### config.mk
export PLATFORM = sky130hd
export DESIGN_NAME = cpc_bus_cycle_tracker_flat
export DESIGN_NICKNAME = d
export VERILOG_FILES = /design/src/rtl/cpc_bus_cycle_tracker_if.sv /design/src/rtl/cpc_bus_cycle_tracker.sv /design/src/flat_wrapper.sv
export SDC_FILE = /design/constraint.sdc
export NUM_CORES = 1
export LEC_CHECK = 0
export ABC_AREA = 1
export CORE_MARGIN = 10
export CORE_UTILIZATION = 43
export DETAILED_ROUTE_END_ITERATION = 12
export PLACE_DENSITY_LB_ADDON = 0.1
export SYNTH_ARGS = -nofsm -noshare
export SYNTH_HDL_FRONTEND = slang
export SYNTH_SLANG_ARGS = --single-unit
### constraint.sdc
create_clock -name clk -period 1.45 [get_ports clk]
set_input_delay 0.29 -clock clk [delete_from_list [all_inputs] [get_ports clk]]
set_output_delay 0.29 -clock clk [all_outputs]
set_load 0.005 [all_outputs]
### src/rtl/cpc_bus_cycle_tracker_if.sv
// cpc_bus_cycle_tracker_if: CPC expansion-bus strobes into the tracker and its cycle/bank outputs.
interface cpc_bus_cycle_tracker_if;
    logic       mreq_b, iorq_b, rd_b, wr_b, rfsh_b, m1_b, ready, adr15;
    logic [7:0] data;
    logic [2:0] cyc_state;
    logic       mrd_cyc, mwr_cyc, ramblock_vld;
    logic [5:0] ramblock;
    logic [3:0] wait_cnt;
    modport master (
        output mreq_b, iorq_b, rd_b, wr_b, rfsh_b, m1_b, ready, adr15, data,
        input  cyc_state, mrd_cyc, mwr_cyc, ramblock, ramblock_vld, wait_cnt
    );
    modport slave (
        input  mreq_b, iorq_b, rd_b, wr_b, rfsh_b, m1_b, ready, adr15, data,
        output cyc_state, mrd_cyc, mwr_cyc, ramblock, ramblock_vld, wait_cnt
    );
endinterface

### src/rtl/cpc_bus_cycle_tracker.sv
// cpc_bus_cycle_tracker: Z80 machine-cycle classifier with RAM bank-select capture.
// Optional wait-state counter enabled by CPC_WAIT_CNT_EN.
module cpc_bus_cycle_tracker (
    input logic clk,
    input logic reset,
    cpc_bus_cycle_tracker_if.slave bus
);
    typedef enum logic [2:0] {IDLE, MRD, MWR, RFSH, IORD, IOWR, INTA, END} state_t;
    state_t     state, idle_nxt, nxt;
    logic       mreq_s, iorq_s, rd_s, wr_s, rfsh_s, m1_s, adr15_s;
    logic [7:0] data_s;
    logic       mreq_q, armed, captured;
    logic       mreq_fall, iorq_low, cap;
    assign mreq_fall = armed & mreq_q & ~mreq_s;
    assign iorq_low  = armed & ~iorq_s;
    assign cap       = state == IOWR && !adr15_s && data_s[7:6] == 2'b11 && !captured;
    assign idle_nxt  = mreq_fall ? (!rfsh_s ? RFSH : !rd_s ? MRD : MWR) :
                       iorq_low  ? (!m1_s ? INTA : !wr_s ? IOWR : !rd_s ? IORD : IDLE) : IDLE;
    assign nxt       = state == IDLE ? idle_nxt : state == END ? IDLE :
                       (mreq_s & iorq_s) ? END : state;
    assign bus.cyc_state = state;
    always_ff @(posedge clk or posedge reset) begin
        if (reset) begin
            {mreq_s, iorq_s, rd_s, wr_s, rfsh_s, m1_s} <= '1;
            adr15_s          <= 1'b0;
            data_s           <= '0;
            mreq_q           <= 1'b1;
            armed            <= 1'b0;
            captured         <= 1'b0;
            state            <= IDLE;
            bus.mrd_cyc      <= 1'b0;
            bus.mwr_cyc      <= 1'b0;
            bus.ramblock     <= '0;
            bus.ramblock_vld <= 1'b0;
        end else begin
            {mreq_s, iorq_s, rd_s, wr_s, rfsh_s, m1_s} <=
                {bus.mreq_b, bus.iorq_b, bus.rd_b, bus.wr_b, bus.rfsh_b, bus.m1_b};
            adr15_s          <= bus.adr15;
            data_s           <= bus.data;
            mreq_q           <= mreq_s;
            // arm on the raw strobes so reset-value S1 highs cannot fake an idle bus
            armed            <= armed | (bus.mreq_b & bus.iorq_b);
            captured         <= state == IOWR && (captured || cap);
            state            <= nxt;
            bus.mrd_cyc      <= nxt == MRD;
            bus.mwr_cyc      <= nxt == MWR;
            bus.ramblock_vld <= cap;
            if (cap) bus.ramblock <= data_s[5:0];
        end
    end
`ifdef CPC_WAIT_CNT_EN
    logic       ready_s;
    logic [3:0] wcnt;
    assign bus.wait_cnt = wcnt;
    always_ff @(posedge clk or posedge reset) begin
        if (reset) begin
            ready_s <= 1'b1;
            wcnt    <= '0;
        end else begin
            ready_s <= bus.ready;
            if (state == IDLE && nxt != IDLE) wcnt <= '0;
            else if (state != IDLE && state != END && !ready_s && wcnt != 4'hf) wcnt <= wcnt + 4'd1;
        end
    end
`else
    assign bus.wait_cnt = 4'd0;
`endif
endmodule

### src/flat_wrapper.sv
// flat-port wrapper written by rule: the top's interface ports become plain ports
module cpc_bus_cycle_tracker_flat 
  (clk, reset, bus_mreq_b, bus_iorq_b, bus_rd_b, bus_wr_b, bus_rfsh_b, bus_m1_b, bus_ready, bus_adr15, bus_data, bus_cyc_state, bus_mrd_cyc, bus_mwr_cyc, bus_ramblock, bus_ramblock_vld, bus_wait_cnt);
  cpc_bus_cycle_tracker_if bus_i ();
  input logic clk;
  input logic reset;
  input wire logic [$bits(bus_i.mreq_b)-1:0] bus_mreq_b;
  input wire logic [$bits(bus_i.iorq_b)-1:0] bus_iorq_b;
  input wire logic [$bits(bus_i.rd_b)-1:0] bus_rd_b;
  input wire logic [$bits(bus_i.wr_b)-1:0] bus_wr_b;
  input wire logic [$bits(bus_i.rfsh_b)-1:0] bus_rfsh_b;
  input wire logic [$bits(bus_i.m1_b)-1:0] bus_m1_b;
  input wire logic [$bits(bus_i.ready)-1:0] bus_ready;
  input wire logic [$bits(bus_i.adr15)-1:0] bus_adr15;
  input wire logic [$bits(bus_i.data)-1:0] bus_data;
  output wire logic [$bits(bus_i.cyc_state)-1:0] bus_cyc_state;
  output wire logic [$bits(bus_i.mrd_cyc)-1:0] bus_mrd_cyc;
  output wire logic [$bits(bus_i.mwr_cyc)-1:0] bus_mwr_cyc;
  output wire logic [$bits(bus_i.ramblock)-1:0] bus_ramblock;
  output wire logic [$bits(bus_i.ramblock_vld)-1:0] bus_ramblock_vld;
  output wire logic [$bits(bus_i.wait_cnt)-1:0] bus_wait_cnt;
  assign bus_i.mreq_b = bus_mreq_b;
  assign bus_i.iorq_b = bus_iorq_b;
  assign bus_i.rd_b = bus_rd_b;
  assign bus_i.wr_b = bus_wr_b;
  assign bus_i.rfsh_b = bus_rfsh_b;
  assign bus_i.m1_b = bus_m1_b;
  assign bus_i.ready = bus_ready;
  assign bus_i.adr15 = bus_adr15;
  assign bus_i.data = bus_data;
  assign bus_cyc_state = bus_i.cyc_state;
  assign bus_mrd_cyc = bus_i.mrd_cyc;
  assign bus_mwr_cyc = bus_i.mwr_cyc;
  assign bus_ramblock = bus_i.ramblock;
  assign bus_ramblock_vld = bus_i.ramblock_vld;
  assign bus_wait_cnt = bus_i.wait_cnt;
  cpc_bus_cycle_tracker u_core (.clk(clk), .reset(reset), .bus(bus_i));
endmodule
==> results.txt <==
Initial antenna violation count -> 0
Synth Area in XOR/XNOR -> 0%
Routed WL per cell -> 11.6 um
Critical path fanouts, max -> 2
DRC Markers -> 0
CP startpoint kind -> flip-flop
Drt initial violations -> 29
Crit Path Category -> flip-flop to primary output
Sequential area share after synthesis -> 67.4%
Largest family of logic cells by synthesized area -> simple AND/OR/NAND/NOR gates
Period utilization -> 88.9%
Initial DRT Pass Iterations -> 4
I/O pin cnt -> 34
Area growth syn-to-layout -> 35.6%
Status -> finished, final reports clean
Htree depth -> 2
Std-Cell Rows -> 18
Antenna Violating Nets Remaining -> 0
Power share of the clock group -> 25.1%
VDD IR-drop max -> 1.29 mV
Int Pwr -> 0.00179 W
Total gr overflow -> 0
Synthesized area per cell -> 10.1 um2
PD cells -> 1670 mW/mm2
Placer Congestion -> 0.674
Yosys reg bits -> 30
CTS buffer count -> 5
Syn. warnings -> 0
Largest net degree at the start of global routing -> 31
TritonCTS clock tree -> built
Count of cell types in the netlist -> 15
Post-Synth Adder-Cell Area -> 0%
Max Cap Violations -> 0
Biggest register -> u_core.data_s
Gate Count Post-Synth -> 112
Clock Path Buffers -> 2
Sequential share of power -> 43.2%
Setup violations, final -> 0
Vias in the first global route -> 882
Nature of the critical path endpoint -> primary output
Leakage Power -> 0.798 nW
Hold Path Class -> input pin to asynchronous set/reset pin
Switching power -> 0.000757 W
Die width -> 71.2 um
Synth Cell Area -> 0.00113 mm2
Fin crit period -> 1.29 ns
DR vias -> 788
Fin util -> 61.2%
Net Sw Frac -> 29.7%
Initial Util -> 45.1%
Worst-Skew Late Latency -> 0.33 ns
Final TNS setup -> 0 ns
Final Hold Vio Count -> 0
CP max stage cell -> dfrtp_1
Layout Skew -> 0.00694 ns
Worst-path clk slew -> 0.09 ns
Die Height -> 71.2 um
Multiplexer area fraction after synthesis -> 0%
Largest register FFs -> 8
Unrepaired setup endpoints after global routing -> false
Post-Route WL -> 2.10 mm
Routed vias/inst -> 4.35
Share of layout cells above drive strength 1 -> 19.9%
CP required -> 1.16 ns
Synth Area in Simple Gates -> 23.6%
Gate power share -> 31.7%
Crit-path max cell delay -> 0.39 ns
Root Buffer -> clkbuf_4
First-pass GRT wire length -> 3.80 mm
Post-DP HPWL -> 1.55 mm
CP cell instances -> dlygate4sd2_1
Max Fclk -> 776 MHz
Nets -> 168
Arrival @ worst endpoint -> 1.00 ns
Core area -> 0.00250 mm2
Crit-path leading delay family -> flip-flops
Clock sinks -> 30
Die ar. -> 0.00507 mm2
N_diodes -> 0
Pins Over Slew Limit -> 0
WP buf/inv -> 1
Synth Area in Compound Gates -> 0.888%
IO buf count -> 28
GRT Total Usage -> 9.62%
## routing by layer
metal	track usage [%]	wire, um	part of all wire, %	vias to the layer above
met5	0	0	0	-
met4	7.74	78	3.7	0
li1	-	-	-	402
met3	4.46	162	7.7	7
met2	14.2	942	45	25
met1	10.3	918	44	354
## through the flow
stage | cell area, um2 | power [W] | cells | hold slack (ns) | setup WS [ns]
6_report | 1530 | 0.00255 | 181 | 0.283 | 0.161
5_1_grt | 1530 | 0.00275 | 181 | 0.309 | 0.0939
4_1_cts | 1530 | 0.00260 | 181 | 0.283 | 0.138
3_5_place_dp | 1450 | 0.00199 | 170 | 0.377 | 0.230
3_3_place_gp | 1450 | 0.00198 | 170 | 0.372 | 0.238
2_1_floorplan | 1140 | 0.00155 | 115 | 0.294 | 0.376
## cell type report
class	instances	area, um2
Clock buffer	7	45.0
Multi-Input combinational cell	67	292
Fill cell	230	971
Clock inverter	1	30.0
Timing Repair Buffer	32	308
Tap cell	30	37.5
Inverter	14	57.6
Sequential cell	30	759
## synthesized netlist by cell type
| cell type | number | area (um2) |
|---|---|---|
| dfrtp_1 | 23 | 576 |
| inv_1 | 9 | 33.8 |
| nand3b_1 | 1 | 7.51 |
| nand2_4 | 1 | 11.3 |
| conb_1 | 1 | 3.75 |
| clkinv_4 | 1 | 8.76 |
| a21oi_1 | 2 | 10.0 |
| dfstp_2 | 7 | 184 |
| nand2_2 | 4 | 25.0 |
| nand3_1 | 7 | 35.0 |
| inv_2 | 4 | 15.0 |
| nor2_1 | 6 | 22.5 |
| buf_4 | 4 | 30.0 |
| nor2_2 | 3 | 18.8 |
| nand2_1 | 39 | 146 |
## power by group through the flow
stage / sequential, W / combinational, W / clock (W)
floorplan: 0.00116 / 0.000385 / 0
global placement: 0.00115 / 0.000832 / 0
detailed placement: 0.00115 / 0.000838 / 0
CTS: 0.00110 / 0.000828 / 0.000663
global route: 0.00112 / 0.000936 / 0.000692
finish: 0.00110 / 0.000806 / 0.000640
## worst register-to-register path: cells and delay by family, from the launching register on
| kind | cells | cell delay [ns] |
|---|---|---|
| flip-flops | 1 | 0.56 |
| AND/OR/NAND/NOR | 5 | 0.41 |
| buffers and inverters | 2 | 0.12 |
## cell families after synthesis
group,Yosys count
flip-flops,30
AO/OA/AOI/OAI,2
buffers and inverters,18
AND/OR/NAND/NOR,61
other,1
## placed cells by master (no fill, tap or decap), drive strengths merged, types with 2 or more instances in the layout
cell type,n
dfstp,7
dfrtp,23
nand3,7
clkdlybuf4s50,16
nand2,44
buf,4
nor2,9
dlygate4sd2,12
inv,13
clkbuf,7
a21oi,2
conb,4
## repair_timing
action / CTS / global route
setup endpoints to repair: 12 / 0
buffers inserted: 3 / 0
gates resized for setup: 12 / 0
hold buffers: 0 / 0
## path summary, 6_finish.rpt
check                                          endpoint                               start  cells past startpoint  slack [ns]
max                                     bus_ramblock[5]  u_core.bus.ramblock[5]$_DFFE_PP0P_                      1        0.16
min                            u_core.adr15_s$_DFF_PP0_                               reset                      3        0.28
max reg2reg                u_core.bus.mwr_cyc$_DFF_PP0_             u_core.mreq_s$_DFF_PP1_                      7        0.24
min reg2reg                     u_core.mreq_q$_DFF_PP1_             u_core.mreq_s$_DFF_PP1_                      0        0.39
max in group asynchronous         u_core.rd_s$_DFF_PP1_                               reset                      3        0.92
min in group clk                u_core.rfsh_s$_DFF_PP1_                          bus_rfsh_b                      1        0.36
Power figures use the tool's default switching activity.
